--- src/rtl/mem_if_pkg.sv ---
// rtl/mem_if_pkg.sv - shared types and defaults for the core-to-controller RAM lane
// Lane pinout between one core port and the memory controller:
//   core -> controller : rden, wren, address[AW-1:0], din[DW-1:0]
//   controller -> core : acq (grant for this lane), dq[DW-1:0] (this lane's read data)
// The core holds rden/wren/address/din steady until acq, keeps them through the
// RAM access window, and drops them before issuing anything new.
package mem_if_pkg;

   localparam int MEM_AW = 8;
   localparam int MEM_DW = 8;
   // Registered address stage plus registered RAM q stage in the controller.
   localparam int MEM_HOLD_CYCLES = 2;
   localparam int MEM_TIMEOUT = 64;

   typedef enum logic [1:0] {
      IDLE    = 2'd0,
      REQ     = 2'd1,
      HOLD    = 2'd2,
      RELEASE = 2'd3
   } port_state_t;

   // Wait counter must hold the value TIMEOUT; keep at least one bit when disabled.
   function automatic int wait_cnt_width(input int timeout);
      return (timeout < 1) ? 1 : $clog2(timeout + 1);
   endfunction

endpackage

--- src/rtl/mem_req_port_if.sv ---
// rtl/mem_req_port_if.sv - core request/response handshake plus controller lane signals
interface mem_req_port_if
   import mem_if_pkg::*;
#(
   parameter int AW = MEM_AW,
   parameter int DW = MEM_DW
) ();

   logic          req_valid;
   logic          req_we;
   logic [AW-1:0] req_addr;
   logic [DW-1:0] req_wdata;
   logic          req_ready;
   logic          rsp_valid;
   logic [DW-1:0] rsp_rdata;
   logic          rsp_err;
   logic          rden;
   logic          wren;
   logic [AW-1:0] address;
   logic [DW-1:0] din;
   logic          acq;
   logic [DW-1:0] dq;

   // Core pipeline and memory controller side.
   modport master (
      output req_valid, req_we, req_addr, req_wdata, acq, dq,
      input  req_ready, rsp_valid, rsp_rdata, rsp_err, rden, wren, address, din
   );

   // The request port itself.
   modport slave (
      input  req_valid, req_we, req_addr, req_wdata, acq, dq,
      output req_ready, rsp_valid, rsp_rdata, rsp_err, rden, wren, address, din
   );

endinterface

--- src/rtl/mem_req_port.sv ---
// rtl/mem_req_port.sv - core-side initiator holding a single RAM request until granted and completed
module mem_req_port
   import mem_if_pkg::*;
#(
   parameter int AW          = MEM_AW,
   parameter int DW          = MEM_DW,
   parameter int HOLD_CYCLES = MEM_HOLD_CYCLES,
   parameter int TIMEOUT     = MEM_TIMEOUT
) (
   input logic           clk,
   input logic           rst_n,
   mem_req_port_if.slave bus
);

   localparam int         WW       = wait_cnt_width(TIMEOUT);
   localparam logic [3:0] HOLD_TGT = 4'(HOLD_CYCLES);

   port_state_t   state, state_n;
   logic          rden_q, rden_n;
   logic          wren_q, wren_n;
   logic          rsp_valid_q, rsp_valid_n;
   logic          rsp_err_q, rsp_err_n;
   logic [AW-1:0] addr_q, addr_n;
   logic [DW-1:0] din_q, din_n;
   logic [DW-1:0] rdata_q, rdata_n;
   logic [WW-1:0] wait_q, wait_n, wait_inc;
   logic [3:0]    hold_q, hold_n, hold_inc;
   logic          timeout_hit;

   // Saturating increments; neither counter ever wraps.
   assign wait_inc    = (wait_q == '1) ? wait_q : wait_q + 1'b1;
   assign hold_inc    = (hold_q == 4'hF) ? hold_q : hold_q + 4'd1;
   assign timeout_hit = (TIMEOUT != 0) && (wait_inc == WW'(TIMEOUT));

   // Next-state and next-output decode; registers hold unless a transition changes them.
   always_comb begin
      state_n     = state;
      rden_n      = rden_q;
      wren_n      = wren_q;
      addr_n      = addr_q;
      din_n       = din_q;
      rdata_n     = rdata_q;
      rsp_valid_n = 1'b0;
      rsp_err_n   = 1'b0;
      wait_n      = wait_q;
      hold_n      = hold_q;
      case (state)
         IDLE: begin
            if (bus.req_valid) begin
               addr_n  = bus.req_addr;
               din_n   = bus.req_wdata;
               rden_n  = ~bus.req_we;
               wren_n  = bus.req_we;
               wait_n  = '0;
               hold_n  = '0;
               state_n = REQ;
            end
         end
         REQ: begin
            if (bus.acq) begin
               hold_n = 4'd1;
               if (HOLD_TGT == 4'd1) begin
                  // A single-cycle window completes on the grant cycle itself.
                  if (rden_q) rdata_n = bus.dq;
                  rden_n      = 1'b0;
                  wren_n      = 1'b0;
                  rsp_valid_n = 1'b1;
                  state_n     = RELEASE;
               end else begin
                  state_n = HOLD;
               end
            end else begin
               wait_n = wait_inc;
               if (timeout_hit) begin
                  rden_n      = 1'b0;
                  wren_n      = 1'b0;
                  rsp_valid_n = 1'b1;
                  rsp_err_n   = 1'b1;
                  state_n     = RELEASE;
               end
            end
         end
         HOLD: begin
            if (!bus.acq) begin
               // Grant withdrawn before the data window closed: abort with error.
               rden_n      = 1'b0;
               wren_n      = 1'b0;
               rsp_valid_n = 1'b1;
               rsp_err_n   = 1'b1;
               state_n     = RELEASE;
            end else begin
               hold_n = hold_inc;
               if (hold_inc == HOLD_TGT) begin
                  if (rden_q) rdata_n = bus.dq;
                  rden_n      = 1'b0;
                  wren_n      = 1'b0;
                  rsp_valid_n = 1'b1;
                  state_n     = RELEASE;
               end
            end
         end
         RELEASE: begin
            rden_n = 1'b0;
            wren_n = 1'b0;
            if (!bus.acq) state_n = IDLE;
         end
         default: state_n = IDLE;
      endcase
   end

   // State and registered outputs; reset drops the lane request immediately.
   always_ff @(posedge clk or negedge rst_n) begin
      if (!rst_n) begin
         state       <= IDLE;
         rden_q      <= 1'b0;
         wren_q      <= 1'b0;
         rsp_valid_q <= 1'b0;
         rsp_err_q   <= 1'b0;
         addr_q      <= '0;
         din_q       <= '0;
         rdata_q     <= '0;
         wait_q      <= '0;
         hold_q      <= '0;
      end else begin
         state       <= state_n;
         rden_q      <= rden_n;
         wren_q      <= wren_n;
         rsp_valid_q <= rsp_valid_n;
         rsp_err_q   <= rsp_err_n;
         addr_q      <= addr_n;
         din_q       <= din_n;
         rdata_q     <= rdata_n;
         wait_q      <= wait_n;
         hold_q      <= hold_n;
      end
   end

   assign bus.req_ready = (state == IDLE);
   assign bus.rsp_valid = rsp_valid_q;
   assign bus.rsp_err   = rsp_err_q;
   assign bus.rsp_rdata = rdata_q;
   assign bus.rden      = rden_q;
   assign bus.wren      = wren_q;
   assign bus.address   = addr_q;
   assign bus.din       = din_q;

endmodule

--- src/flat_wrapper.sv ---
// flat-port wrapper written by rule: the top's interface ports become plain ports
module mem_req_port_flat import mem_if_pkg::*;
#(
   parameter int AW          = MEM_AW,
   parameter int DW          = MEM_DW,
   parameter int HOLD_CYCLES = MEM_HOLD_CYCLES,
   parameter int TIMEOUT     = MEM_TIMEOUT
)
  (clk, rst_n, bus_req_valid, bus_req_we, bus_req_addr, bus_req_wdata, bus_acq, bus_dq, bus_req_ready, bus_rsp_valid, bus_rsp_rdata, bus_rsp_err, bus_rden, bus_wren, bus_address, bus_din);
  mem_req_port_if #(.AW(AW), .DW(DW)) bus_i ();
  input logic clk;
  input logic rst_n;
  input wire logic [$bits(bus_i.req_valid)-1:0] bus_req_valid;
  input wire logic [$bits(bus_i.req_we)-1:0] bus_req_we;
  input wire logic [$bits(bus_i.req_addr)-1:0] bus_req_addr;
  input wire logic [$bits(bus_i.req_wdata)-1:0] bus_req_wdata;
  input wire logic [$bits(bus_i.acq)-1:0] bus_acq;
  input wire logic [$bits(bus_i.dq)-1:0] bus_dq;
  output wire logic [$bits(bus_i.req_ready)-1:0] bus_req_ready;
  output wire logic [$bits(bus_i.rsp_valid)-1:0] bus_rsp_valid;
  output wire logic [$bits(bus_i.rsp_rdata)-1:0] bus_rsp_rdata;
  output wire logic [$bits(bus_i.rsp_err)-1:0] bus_rsp_err;
  output wire logic [$bits(bus_i.rden)-1:0] bus_rden;
  output wire logic [$bits(bus_i.wren)-1:0] bus_wren;
  output wire logic [$bits(bus_i.address)-1:0] bus_address;
  output wire logic [$bits(bus_i.din)-1:0] bus_din;
  assign bus_i.req_valid = bus_req_valid;
  assign bus_i.req_we = bus_req_we;
  assign bus_i.req_addr = bus_req_addr;
  assign bus_i.req_wdata = bus_req_wdata;
  assign bus_i.acq = bus_acq;
  assign bus_i.dq = bus_dq;
  assign bus_req_ready = bus_i.req_ready;
  assign bus_rsp_valid = bus_i.rsp_valid;
  assign bus_rsp_rdata = bus_i.rsp_rdata;
  assign bus_rsp_err = bus_i.rsp_err;
  assign bus_rden = bus_i.rden;
  assign bus_wren = bus_i.wren;
  assign bus_address = bus_i.address;
  assign bus_din = bus_i.din;
  mem_req_port #(.AW(AW), .DW(DW), .HOLD_CYCLES(HOLD_CYCLES), .TIMEOUT(TIMEOUT)) u_core (.clk(clk), .rst_n(rst_n), .bus(bus_i));
endmodule
--- config.mk ---
export PLATFORM = sky130hd
export DESIGN_NAME = mem_req_port_flat
export DESIGN_NICKNAME = d
export VERILOG_FILES = /design/src/rtl/mem_if_pkg.sv /design/src/rtl/mem_req_port_if.sv /design/src/rtl/mem_req_port.sv /design/src/flat_wrapper.sv
export SDC_FILE = /design/constraint.sdc
export NUM_CORES = 1
export LEC_CHECK = 0
export BUFFER_PORTS_ARGS = -buffer_cell sky130_fd_sc_hd__buf_4
export CAP_MARGIN = 20
export CORE_MARGIN = 1
export CORE_UTILIZATION = 51
export CTS_CLUSTER_SIZE = 25
export DETAILED_ROUTE_END_ITERATION = 10
export PLACE_DENSITY = 0.78
export SYNTH_ARGS = -nofsm -noshare
export SYNTH_HDL_FRONTEND = slang
export SYNTH_SLANG_ARGS = --single-unit
--- constraint.sdc ---
create_clock -name clk -period 2.2 [get_ports clk]
set_input_delay 0.11 -clock clk [delete_from_list [all_inputs] [get_ports clk]]
set_output_delay 0.11 -clock clk [all_outputs]
set_load 0.01 [all_outputs]
==> flow_summary.ini <==
[run_status]
status = complete, no violations

[place]
place.gp.congestion = 0.863
dpl.hpwl_um = 3200
io_buffers = 57
dp_slack_ns = 0.184

[clock_network]
clockBufferDepth = 2
cts_buffers = 5
worstSkewPairLatency_ns = 0.29
cts_sinks = 41
cts_tree = done
cts_max_level = 2
cts-root-buf = clkbuf_8
clk_pin_slew_worst_paths_ns = 0.08

[setup_path]
cp_max_fo = 8
crit-reg2reg-launch = u_core.hold_q[0]
crit_arrival_ns = 2.21
end_kind = flop
worstPathCellList = ha_1 -> or2_2 -> a21oi_1 -> and3_1 -> mux2_2
r2r_cells = 5
setup.worst_path.class = reg -> reg
max_stage_delay_ns = 0.46
reg2reg_slack_ns = 0.17
rr_endpoint = u_core.bus.rsp_rdata[7]
cp-start-kind = flop
slowest_stage = dfrtp_1
required_ns = 2.38

[yosys]
ys.flop_type = dfrtp_1
synth_top_area_share_pct = 48.4
ys_ff_latch = 41
synth_area_leaders = dfrtp_1 48%, mux2_2 13%, ha_1 4.7%
synth-edff-count = 0
synthArstFlopShare_pct = 100
syn_nets = 226
synthTopCellsByCount = 41 x dfrtp_1, 24 x mux2_2, 14 x nand2_1, 11 x nor2_1
syn_inst = 189
synth_area_mm2 = 0.00212
ys.warnings.count = 0
yosys.area.top_type = dfrtp_1
synth_most_common_cell = dfrtp_1
synth.avg_cell_area_um2 = 11.2
seq_area_frac_synth_pct = 48.4
synth_cell_types = 50

[cells_and_area]
multi_input_area_mm2 = 0.00101
num-nets-final = 286
layout.area.seq_mm2 = 0.00103
area_delta_synth_final_pct = 26.4
diodes = 0
num-fill-cells = 323
drive_above_1_share_pct = 39.2

[sta]
worstMarginPinSlew_ns = 0.584
relSlewSlack_pct = 60.9
fin_hold_ws_ns = 0.0463
slew_violations = 0
fmax_ghz = 0.492
setup_ws_ns = 0.167
setup_tns_ns = 0
setup_viol = 0
period_share_pct = 92.4
grt_setup_unrepaired = no
period_minus_slack_ns = 2.03
hold_violations = 0
finClkSkew_ns = 0.00615

[flow_run]
drv_cap = 0

[route]
first_pass_iters = 4
via_per_inst = 5.59
num_vias = 1676
wire_per_inst_um = 14.5
wl_um = 4350
first_iter_violations = 133
final_antenna_net_count = 0
drc_errors = 0

[floorplanning]
initial_core_util_pct = 53.0
die-area_mm2 = 0.00442
top_level_ports = 58
core_area_mm2 = 0.00400
die_h_um = 66.5
rows = 23
chipWidth_um = 66.5

[grt]
antenna_found_initial = 0
grt_pass1_wl_um = 7360
overflow = 0
track_usage_pct = 22.2
grt_start_max_net_pins = 42
grt_pass1_vias = 1626

[min_path]
hold_start = bus_req_addr[7]
min_path_cells = 2
hold_path.class = in -> reg
hold_path_end = u_core.bus.address[7]

[pwr]
powerDensity_mw_per_mm2 = 1250
ir_drop_mv = 0.751
total_power_mw = 3.34
leakage_nw = 1.30
## placed cells by master, fill, tap and decap left out, drive strengths merged, types with 2 or more instances in the layout
cell      count
nor2b         3
dfrtp        41
nand2b        3
buf          60
mux2         24
and3          4
o31ai         4
nand4         2
nand3b        2
nand3         5
a41o          2
nor3b         2
and2          2
clkbuf        6
nor2         11
and4          2
ha            8
inv           8
a21oi         5
mux2i         2
o211ai        2
clkinvlp      2
nand2        14
a31oi         9
o21ai         5
nor3          2
## worst max-delay path: cells and delay by family (launching register included)
family	cells	cell delay, ns
adder cells (fa/ha/maj)	1	0.24
AND/OR/NAND/NOR	2	0.66
AO/OA/AOI/OAI	1	0.17
multiplexers	1	0.38
flip-flops	1	0.46
## logic make-up after synthesis
kind of cell / share of synthesized area (%)
and+or+nand+nor: 13.8
adders and majority gates: 4.72
AOI/OAI and AO/OA: 14.6
muxes: 13.7
DFF: 48.4
xor gates and xnor gates: 0.826
buffers and inverters: 3.95
## worst max-delay path by stage
stage,cells after the start,from,slack (ns),endpoint
after floorplan,6,u_core.hold_q[0],0.29,u_core.bus.rsp_rdata[0]
after global placement,6,u_core.state[1],0.21,u_core.wait_q[4]
after detailed placement,5,u_core.hold_q[0],0.18,u_core.bus.rsp_rdata[7]
after CTS,5,u_core.hold_q[0],0.16,u_core.bus.rsp_rdata[7]
after global routing,7,u_core.state[0],0.05,u_core.hold_q[0]
final,5,u_core.hold_q[0],0.17,u_core.bus.rsp_rdata[7]
## timing repair
action	in CTS	in global routing
hold buffers	1	0
gates resized for setup	0	1
buffers inserted	0	0
hold endpoints to repair	41	0
setup endpoints to repair	0	1
## power breakdown
group	total, mW	internal, mW	leakage, nW	switching (mW)
clock network	0.492	0.224	0.0374	0.268
logic	1.57	0.833	0.737	0.741
registers	1.27	1.06	0.527	0.214
total	3.34	2.11	1.30	1.22
## routing by layer
layer | track usage (%) | share of wire (%) | routed length, um | up-vias
met4 | 5.59 | 1.0 | 45 | 0
li1 | - | - | - | 811
met5 | 0 | 0 | 0 | -
met3 | 6.51 | 6.0 | 259 | 6
met2 | 34.7 | 47 | 2060 | 38
met1 | 30.2 | 46 | 1980 | 821
## through the flow
step | cells | area (um^2) | utilization (%)
detailed placement | 291 | 2580 | 64.5
global route | 300 | 2680 | 67.0
global placement | 291 | 2580 | 64.5
CTS | 300 | 2680 | 66.9
floorplan | 189 | 2120 | -
finish | 300 | 2680 | 67.0
## layout make-up
type | instances | share of cell area [%]
Clock buffer | 6 | 2.71
Clock inverter | 2 | 0.560
Inverter | 8 | 1.12
Multi-Input combinational cell | 132 | 37.8
Sequential cell | 41 | 38.3
Tap cell | 50 | 2.33
Timing Repair Buffer | 61 | 17.2
## state kept, by name (all words and copies together), names as in the netlist
register	flops
u_core.bus.address	8
u_core.bus.din	8
u_core.bus.rsp_rdata	8
u_core.wait_q	7
u_core.hold_q	4
u_core.state	2
u_core.bus.rden	1
u_core.bus.rsp_err	1
u_core.bus.rsp_valid	1
u_core.bus.wren	1
(Power assumes the default switching activity.)
